`src/rtl/gpio_in_cond_if.sv`:
```
// rtl/gpio_in_cond_if.sv - pad-side and register-side signal bundle for gpio_in_cond
interface gpio_in_cond_if #(
    parameter int WIDTH = 16,
    parameter int CNT_W = 8
);
    logic [WIDTH-1:0] PAD_IN;
    logic [WIDTH-1:0] DB_EN;
    logic [15:0]      DB_PRESCALE;
    logic [CNT_W-1:0] DB_THRESH;
    logic [WIDTH-1:0] RISE_EN;
    logic [WIDTH-1:0] FALL_EN;
    logic [WIDTH-1:0] IRQ_CLR;
    logic [WIDTH-1:0] WGPIODIN;
    logic [WIDTH-1:0] IRQ_PEND;
    logic             IRQ;

    modport master (
        output PAD_IN, DB_EN, DB_PRESCALE, DB_THRESH, RISE_EN, FALL_EN, IRQ_CLR,
        input  WGPIODIN, IRQ_PEND, IRQ
    );

    modport slave (
        input  PAD_IN, DB_EN, DB_PRESCALE, DB_THRESH, RISE_EN, FALL_EN, IRQ_CLR,
        output WGPIODIN, IRQ_PEND, IRQ
    );
endinterface

```
`src/rtl/gpio_in_cond.sv`:
```
// rtl/gpio_in_cond.sv - GPIO input synchroniser, per-pin debouncer and sticky edge interrupts
module gpio_in_cond #(
    parameter int WIDTH = 16,
    parameter int CNT_W = 8
) (
    input  logic          HCLK,
    input  logic          HRESET,
    gpio_in_cond_if.slave gpio
);
    logic [WIDTH-1:0] s1_q, s2_q;
    logic [WIDTH-1:0] stable_q, stable_d;
    logic [WIDTH-1:0] pend_q, pend_d;
    logic [CNT_W-1:0] cnt_q [WIDTH];
    logic [CNT_W-1:0] cnt_d [WIDTH];
    logic [15:0]      pc_q, pc_d;
    logic             irq_q, irq_d;
    logic             tick;
    logic [WIDTH-1:0] rise, fall, set;

    // Shared prescaler; a lowered DB_PRESCALE below pc simply wraps through 2^16.
    always_comb begin
        tick = (pc_q == gpio.DB_PRESCALE);
        pc_d = tick ? 16'd0 : pc_q + 16'd1;
    end

    always_comb begin
        stable_d = stable_q;
        for (int i = 0; i < WIDTH; i++) begin
            cnt_d[i] = cnt_q[i];
            if (!gpio.DB_EN[i]) begin
                stable_d[i] = s2_q[i];
                cnt_d[i]    = '0;
            end else if (s2_q[i] == stable_q[i]) begin
                cnt_d[i] = '0;
            end else if (tick && (cnt_q[i] >= gpio.DB_THRESH)) begin
                stable_d[i] = s2_q[i];
                cnt_d[i]    = '0;
            end else if (tick) begin
                cnt_d[i] = cnt_q[i] + CNT_W'(1);
            end
        end
    end

    // Edges are taken against the value about to be registered so pending tracks WGPIODIN exactly.
    always_comb begin
        rise   = ~stable_q & stable_d;
        fall   = stable_q & ~stable_d;
        set    = (rise & gpio.RISE_EN) | (fall & gpio.FALL_EN);
        pend_d = set | (pend_q & ~gpio.IRQ_CLR);
        irq_d  = |pend_d;
    end

    always_ff @(posedge HCLK or posedge HRESET) begin
        if (HRESET) begin
            s1_q     <= '0;
            s2_q     <= '0;
            stable_q <= '0;
            pend_q   <= '0;
            irq_q    <= 1'b0;
            pc_q     <= '0;
            for (int i = 0; i < WIDTH; i++) begin
                cnt_q[i] <= '0;
            end
        end else begin
            s1_q     <= gpio.PAD_IN;
            s2_q     <= s1_q;
            stable_q <= stable_d;
            pend_q   <= pend_d;
            irq_q    <= irq_d;
            pc_q     <= pc_d;
            for (int i = 0; i < WIDTH; i++) begin
                cnt_q[i] <= cnt_d[i];
            end
        end
    end

    assign gpio.WGPIODIN = stable_q;
    assign gpio.IRQ_PEND = pend_q;
    assign gpio.IRQ      = irq_q;
endmodule

```
`src/flat_wrapper.sv`:
```
// flat-port wrapper written by rule: the top's interface ports become plain ports
module gpio_in_cond_flat 
#(
    parameter int WIDTH = 16,
    parameter int CNT_W = 8
)
  (HCLK, HRESET, gpio_PAD_IN, gpio_DB_EN, gpio_DB_PRESCALE, gpio_DB_THRESH, gpio_RISE_EN, gpio_FALL_EN, gpio_IRQ_CLR, gpio_WGPIODIN, gpio_IRQ_PEND, gpio_IRQ);
  gpio_in_cond_if #(.WIDTH(WIDTH), .CNT_W(CNT_W)) gpio_i ();
  input  logic HCLK;
  input  logic HRESET;
  input wire logic [$bits(gpio_i.PAD_IN)-1:0] gpio_PAD_IN;
  input wire logic [$bits(gpio_i.DB_EN)-1:0] gpio_DB_EN;
  input wire logic [$bits(gpio_i.DB_PRESCALE)-1:0] gpio_DB_PRESCALE;
  input wire logic [$bits(gpio_i.DB_THRESH)-1:0] gpio_DB_THRESH;
  input wire logic [$bits(gpio_i.RISE_EN)-1:0] gpio_RISE_EN;
  input wire logic [$bits(gpio_i.FALL_EN)-1:0] gpio_FALL_EN;
  input wire logic [$bits(gpio_i.IRQ_CLR)-1:0] gpio_IRQ_CLR;
  output wire logic [$bits(gpio_i.WGPIODIN)-1:0] gpio_WGPIODIN;
  output wire logic [$bits(gpio_i.IRQ_PEND)-1:0] gpio_IRQ_PEND;
  output wire logic [$bits(gpio_i.IRQ)-1:0] gpio_IRQ;
  assign gpio_i.PAD_IN = gpio_PAD_IN;
  assign gpio_i.DB_EN = gpio_DB_EN;
  assign gpio_i.DB_PRESCALE = gpio_DB_PRESCALE;
  assign gpio_i.DB_THRESH = gpio_DB_THRESH;
  assign gpio_i.RISE_EN = gpio_RISE_EN;
  assign gpio_i.FALL_EN = gpio_FALL_EN;
  assign gpio_i.IRQ_CLR = gpio_IRQ_CLR;
  assign gpio_WGPIODIN = gpio_i.WGPIODIN;
  assign gpio_IRQ_PEND = gpio_i.IRQ_PEND;
  assign gpio_IRQ = gpio_i.IRQ;
  gpio_in_cond #(.WIDTH(WIDTH), .CNT_W(CNT_W)) u_core (.HCLK(HCLK), .HRESET(HRESET), .gpio(gpio_i));
endmodule
```
`config.mk`:
```
export PLATFORM = sky130hd
export DESIGN_NAME = gpio_in_cond_flat
export DESIGN_NICKNAME = d
export VERILOG_FILES = /design/src/rtl/gpio_in_cond_if.sv /design/src/rtl/gpio_in_cond.sv /design/src/flat_wrapper.sv
export SDC_FILE = /design/constraint.sdc
export NUM_CORES = 1
export LEC_CHECK = 0
export CORE_ASPECT_RATIO = 0.75
export CORE_MARGIN = 1
export CORE_UTILIZATION = 58
export CTS_CLUSTER_SIZE = 28
export DETAILED_ROUTE_END_ITERATION = 16
export GPL_TIMING_DRIVEN = 0
export HOLD_SLACK_MARGIN = 0.02
export PLACE_DENSITY = 0.83
export SYNTH_ARGS = -nofsm -noshare
export SYNTH_HDL_FRONTEND = slang
export SYNTH_SLANG_ARGS = --single-unit
```
`constraint.sdc`:
```
create_clock -name HCLK -period 8.7 [get_ports HCLK]
set_input_delay 1.305 -clock HCLK [delete_from_list [all_inputs] [get_ports HCLK]]
set_output_delay 1.305 -clock HCLK [all_outputs]
set_load 0.01 [all_outputs]
```
==> results.json, run 1 <==
{
  "syn_avg_cell_area_sq_um": 9.595,
  "rsz0062_at_grt": "no",
  "fin_area_sq_um": 15110,
  "peakVddDrop_mv": 0.1210,
  "grt_antenna_before_repair": 0,
  "hold_path_class": "flop to flop",
  "skew_ps": 7.971,
  "nFillCells": 1568,
  "ys_ff_latch": 209,
  "cp-start-kind": "primary input",
  "area_growth_pct": 19.83,
  "required_ps": 9060,
  "synthArstFlopShare_pct": 100.0,
  "portBuffers": 138,
  "synth-edff-count": 0,
  "clk_path_buf_depth": 3,
  "postCtsResizedCells": 0,
  "finalHoldWorstSlack_ps": 346.7,
  "final_nets": 1728,
  "criticalPathCategory": "primary input to flop",
  "r2r.worst_path.cells": 9,
  "drt-wirelength-per-cell_um": 18.53,
  "grt_max_degree": 127,
  "htreeDepth": 1,
  "max_cap_violations": 0,
  "finalWirelength_um": 32940,
  "coreArea_sq_um": 21240,
  "synthFlopType": "dfrtp_1",
  "cts_tree": "done",
  "grt_pass1_vias": 10240,
  "p_total_mw": 2.275,
  "synth.distinct_cells": 62,
  "dp_hpwl_um": 22340,
  "drc": 0,
  "layout_min_cycle_time_ps": 5032,
  "synth.top_cells.by_count": "dfrtp_1 (209), ha_1 (145), nor2_1 (140)",
  "synthCells": 1314,
  "holdBufCountCts": 0,
  "r2r-end": "u_core.gpio.IRQ$_DFF_PP0_",
  "yosysWarningCount": 0,
  "setup_viol": 0,
  "synth_top_area_cell": "dfrtp_1",
  "via_count": 10800,
  "die_x_um": 172.3,
  "synth_nets": 1565,
  "rows": 46,
  "ant_nets": 0,
  "drive_above_1_share_pct": 4.899,
  "post_dp_cell_area_sq_um": 14390,
  "power_density_nw_per_um2": 150.6,
  "cts.sinks": 209,
  "relSlewSlack_pct": 22.71,
  "path_clk_slew_ps": 60,
  "io_pins": 139,
  "stdcell_count": 1778,
  "die_height_um": 129.7,
  "clock-root-buffer": "clkbuf_16",
  "end_kind": "flop",
  "run_status": "completed",
  "min-delay-start": "u_core.s1_q[5]$_DFF_PP0_",
  "postCtsSetupBuffers": 0,
  "drtPass1Iterations": 6,
  "drt_iter0_markers": 857,
  "r2r_setup_slack_ps": 5230,
  "overflow": 0,
  "tightest_slew_ps": 1156,
  "slew_violations": 0,
  "via_per_inst": 6.072,
  "p_leak_nw": 6.916,
  "fmax_mhz": 198.7,
  "place_congestion": 0.8867,
  "crit_end": "u_core.gpio.IRQ$_DFF_PP0_",
  "synth.most_common_cell": "dfrtp_1",
  "rr_startpoint": "u_core.cnt_q[2]$_DFFE_PP0P_",
  "finalSetupTns_ps": 0,
  "gr-usage-all-layers_pct": 29.99,
  "startpoint": "gpio_DB_THRESH[0]",
  "grt_pass1_wl_um": 52320,
  "arrival_ps": 5390,
  "synth_area_sq_um": 12610,
  "synthTopCellsByArea": "dfrtp_1 (41%), ha_1 (14%), nor2_1 (4.2%), o21ai_0 (3.7%), xor2_1 (3.3%)",
  "insertion_delay_ps": 510,
  "antenna_cells": 0,
  "ys_seq_area_share_pct": 41.48,
  "placed_cells": 1741,
  "final_hold_viol_count": 0,
  "cp_max_fo": 16,
  "numCtsBuffers": 22,
  "synth_top_area_share_pct": 41.48,
  "fin_crit_sh_pct": 57.84,
  "die_area_sq_um": 22340,
  "initial_utilization_pct": 59.37
}
state kept, by name, summed over array words and instances, names as in the netlist:
signal	count
u_core.cnt_q	128
u_core.gpio.IRQ	1
u_core.gpio.IRQ_PEND	16
u_core.gpio.WGPIODIN	16
u_core.pc_q	16
u_core.s1_q	16
u_core.s2_q	16
cells by family after synthesis:
family / synth area share (%)
AOI/OAI and AO/OA: 15.62
DFF: 41.48
xor gates and xnor gates: 5.279
adders and majority gates: 14.39
muxes: 1.598
buffers and inverters: 2.511
and+or+nand+nor: 19.12
metal layers:
| layer | track usage [%] | routed length (um) | vias to the layer above |
|---|---|---|---|
| met4 | 9.110 | 913 | 0 |
| met3 | 4.765 | 2450 | 70 |
| met2 | 48.41 | 15050 | 451 |
| li1 | - | - | 5068 |
| met1 | 41.68 | 14530 | 5207 |
| met5 | 0 | 0 | - |
layout make-up:
class | count | area [sq um] | share of cell area, %
repair buffers | 139 | 1409 | 9.325
multi-input cells | 1027 | 7062 | 46.74
clock inverters | 4 | 70.07 | 0.4638
clock buffers | 33 | 653.1 | 4.323
plain buffers | 24 | 113.9 | 0.7536
inverters | 54 | 210.2 | 1.391
flip-flops and latches | 209 | 5230 | 34.62
well taps | 288 | 360.3 | 2.385
layout by cell type (no fill, tap or decap), types with 6 or more instances in the layout:
cell type / Yosys / final
o21a_1: 7 / 7
nor2_1: 140 / 140
nand2_1: 82 / 82
mux2_2: 17 / 17
inv_1: 54 / 53
nand2b_1: 28 / 28
xnor2_1: 28 / 28
o21ai_1: 13 / 13
clkbuf_1: 9 / 15
a22o_1: 13 / 13
nand3_1: 49 / 49
nor3_1: 16 / 16
a21o_1: 27 / 27
and3_1: 33 / 33
a22oi_1: 10 / 10
a211o_1: 6 / 6
o21ai_0: 94 / 94
a31oi_1: 7 / 7
nor2b_1: 45 / 45
clkdlybuf4s50_1: 0 / 138
buf_2: 13 / 13
clkbuf_16: 0 / 23
o31ai_1: 16 / 16
nand3b_1: 7 / 7
a211oi_1: 11 / 11
a21oi_1: 63 / 63
nor3b_1: 10 / 10
nor4_1: 7 / 7
nand4_1: 31 / 31
xor2_1: 48 / 48
and2_1: 6 / 6
or3_1: 13 / 13
dfrtp_1: 209 / 209
ha_1: 145 / 145
metrics by stage:
step,worst slack [ps],utilization (%)
detailed placement,3334,67.73
floorplan,1686,-
global route,3590,71.14
CTS,3796,71.14
global placement,-1088,67.57
finish,3668,71.14
critical path, cell delays in order:
cell             delay [ps]
clkdlybuf4s50_1        1230
ha_1                    380
nand2b_1                140
a31oi_1                 190
o221ai_1                460
a31o_1                  390
nor4_1                  210
o2111ai_1               320
nor4b_1                 610
nand3_1                 140
report_power, final:
part           leakage (nW)  total (mW)  switching [mW]  internal, mW
clock                 0.355       0.963           0.389         0.574
sequential             2.75        1.03          0.0299          1.00
combinational          3.81       0.278           0.144         0.134
total                  6.92        2.27           0.563          1.71
how the worst min path moves through the flow:
| stage | to | slack (ps) | depth (start not counted) |
|---|---|---|---|
| global placement | u_core.s2_q[7]$_DFF_PP0_ | 330 | 0 |
| CTS | u_core.s2_q[5]$_DFF_PP0_ | 350 | 0 |
| global route | u_core.s2_q[5]$_DFF_PP0_ | 350 | 0 |
| finish | u_core.s2_q[5]$_DFF_PP0_ | 350 | 0 |
| detailed placement | u_core.s2_q[5]$_DFF_PP0_ | 330 | 0 |
| floorplan | u_core.s2_q[0]$_DFF_PP0_ | 330 | 0 |
Note: power is estimated with default switching activity, not from simulation.
==> run 2: changes to the inputs <==
--- a/config.mk
+++ b/config.mk
@@ -7,12 +7,12 @@
 export LEC_CHECK = 0
 export CORE_ASPECT_RATIO = 0.75
 export CORE_MARGIN = 1
-export CORE_UTILIZATION = 58
+export CORE_UTILIZATION = 52
 export CTS_CLUSTER_SIZE = 28
 export DETAILED_ROUTE_END_ITERATION = 16
 export GPL_TIMING_DRIVEN = 0
 export HOLD_SLACK_MARGIN = 0.02
-export PLACE_DENSITY = 0.83
+export PLACE_DENSITY = 0.78
 export SYNTH_ARGS = -nofsm -noshare
 export SYNTH_HDL_FRONTEND = slang
 export SYNTH_SLANG_ARGS = --single-unit
==> constraint.sdc (replaced) <==
create_clock -name HCLK -period 4.5 [get_ports HCLK]
set_input_delay 0.675 -clock HCLK [delete_from_list [all_inputs] [get_ports HCLK]]
set_output_delay 0.675 -clock HCLK [all_outputs]
set_load 0.01 [all_outputs]
==> run 2 against run 1 <==
Compared with the run above:
- combinational power rose by 95%
- non-clock buffer count increased by 5
- first-iteration DRC count down 18%
- worst hold slack worse by 1.2 ps
- sequential power up 93%
- clock-buffer cell count grew 1
- setup slack got worse by 3400 ps
- critical endpoint unchanged
- largest power group unchanged
- highest routed layer unchanged
==> results.json, run 2 (same netlist as run 1, synthesis figures left out) <==
{
  "holdBufCountCts": 0,
  "via_per_inst": 5.888,
  "criticalPathCategory": "primary input to flop",
  "final_cell_mix": "dfrtp_1 (209), ha_1 (145), nor2_1 (140)",
  "hold_path_class": "flop to flop",
  "postCtsSetupBuffers": 0,
  "dp_hpwl_um": 22770,
  "relSlewSlack_pct": 27.89,
  "grt_antenna_before_repair": 1,
  "via_count": 10590,
  "drive_above_1_share_pct": 5.474,
  "cts_tree": "done",
  "drc": 0,
  "clk_path_buf_depth": 3,
  "finalHoldWorstSlack_ps": 345.6,
  "power_density_nw_per_um2": 295.1,
  "io_pins": 139,
  "finalSetupTns_ps": 0,
  "clock-root-buffer": "clkbuf_16",
  "gr-usage-all-layers_pct": 26.92,
  "final_hold_viol_count": 0,
  "fin_util_pct": 65.20,
  "portBuffers": 138,
  "largest_reg_flops": 128,
  "cp-start-kind": "primary input",
  "antenna_cells": 0,
  "grt_max_degree": 42,
  "multiInputGateArea_sq_um": 7062,
  "rsz0062_at_grt": "no",
  "final_common_cell": "dfrtp_1",
  "p_leak_nw": 6.985,
  "skew_ps": 14.46,
  "layout_min_cycle_time_ps": 4263,
  "regArea_sq_um": 5230,
  "end_kind": "flop",
  "required_ps": 4870,
  "finalWirelength_um": 32720,
  "whs_path_depth": 0,
  "place_congestion": 0.8666,
  "max_flop_register": "u_core.cnt_q",
  "rows": 48,
  "fmax_mhz": 234.6,
  "overflow": 0,
  "path_clk_slew_ps": 70,
  "drtPass1Iterations": 5,
  "htreeDepth": 1,
  "grt_pass1_wl_um": 52720,
  "ant_nets": 0,
  "postCtsResizedCells": 0,
  "r2r.worst_path.cells": 9,
  "numCtsBuffers": 22,
  "die_area_sq_um": 24880,
  "tightest_slew_ps": 1078,
  "final_nets": 1733,
  "cts.sinks": 209,
  "insertion_delay_ps": 510,
  "drt-wirelength-per-cell_um": 18.20,
  "cp_max_fo": 16,
  "arrival_ps": 4640,
  "setup_viol": 0,
  "fin_area_sq_um": 15270,
  "coreArea_sq_um": 23420,
  "p_total_mw": 4.507,
  "die_x_um": 181.8,
  "nFillCells": 1889,
  "peakVddDrop_mv": 0.2379,
  "die_height_um": 136.9,
  "post_dp_cell_area_sq_um": 14490,
  "fin_crit_sh_pct": 94.73,
  "slew_violations": 0,
  "grt_pass1_vias": 10210,
  "initial_utilization_pct": 53.83,
  "max_cap_violations": 0,
  "area_growth_pct": 21.12,
  "drt_iter0_markers": 703,
  "run_status": "completed"
}
-- run 2: where the power goes --
part           internal [mW]  switching [mW]  total, mW
clock                   1.20           0.765       1.97
sequential              1.94          0.0538       1.99
combinational          0.266           0.276      0.543
total                   3.41            1.09       4.51
-- run 2: worst paths after layout --
kind,start,endpoint,slack [ps]
min reg2reg,u_core.s1_q[7]$_DFF_PP0_,u_core.s2_q[7]$_DFF_PP0_,350
max in group asynchronous,HRESET,u_core.s2_q[7]$_DFF_PP0_,3140
min,u_core.s1_q[7]$_DFF_PP0_,u_core.s2_q[7]$_DFF_PP0_,350
min in group asynchronous,HRESET,u_core.s2_q[6]$_DFF_PP0_,410
max,gpio_DB_THRESH[2],u_core.gpio.IRQ$_DFF_PP0_,240
max reg2reg,u_core.cnt_q[2]$_DFFE_PP0P_,u_core.gpio.IRQ$_DFF_PP0_,1160
-- run 2: metal layers --
layer,track usage [%],wire length (um),vias up
met1,37.31,14850,5051
li1,-,-,5071
met2,42.71,14540,399
met3,5.162,2438,66
met4,8.710,897,0
met5,0,0,-
-- run 2: cell type report --
type / instances / share of cell area [%]
buffer: 24 / 0.7456
inverter: 54 / 1.352
multi-input combinational: 1027 / 46.24
timing repair buffer: 144 / 9.832
clock buffer: 34 / 4.433
tap: 300 / 2.458
sequential: 209 / 34.25
clock inverter: 6 / 0.6882
-- run 2: critical path, stage by stage --
cell and delay, ps:
clkdlybuf4s50_1 390, inv_1 700, ha_1 390, a211o_1 300, a31oi_1 150, o221ai_1 420
a31o_1 380, nor4_1 170, o2111ai_1 320, nor4b_1 570, nand3_1 140
-- run 2: metrics by stage --
| step | instances | setup WS (ps) |
|---|---|---|
| after global routing | 1798 | 4.402 |
| final | 1798 | 237.0 |
| after CTS | 1798 | 304.2 |
| after global placement | 1752 | -573.7 |
| after floorplan | 1314 | 1111 |
| after detailed placement | 1758 | -247.2 |
==> run 3: changes to the inputs <==
--- a/config.mk
+++ b/config.mk
@@ -5,8 +5,8 @@
 export SDC_FILE = /design/constraint.sdc
 export NUM_CORES = 1
 export LEC_CHECK = 0
+export ABC_CLOCK_PERIOD_IN_PS = 4500
 export CORE_ASPECT_RATIO = 0.75
-export CORE_MARGIN = 1
 export CORE_UTILIZATION = 52
 export CTS_CLUSTER_SIZE = 28
 export DETAILED_ROUTE_END_ITERATION = 16
==> results of run 3 <==
The final DEF is identical to that of run 2; final timing and power are the same.
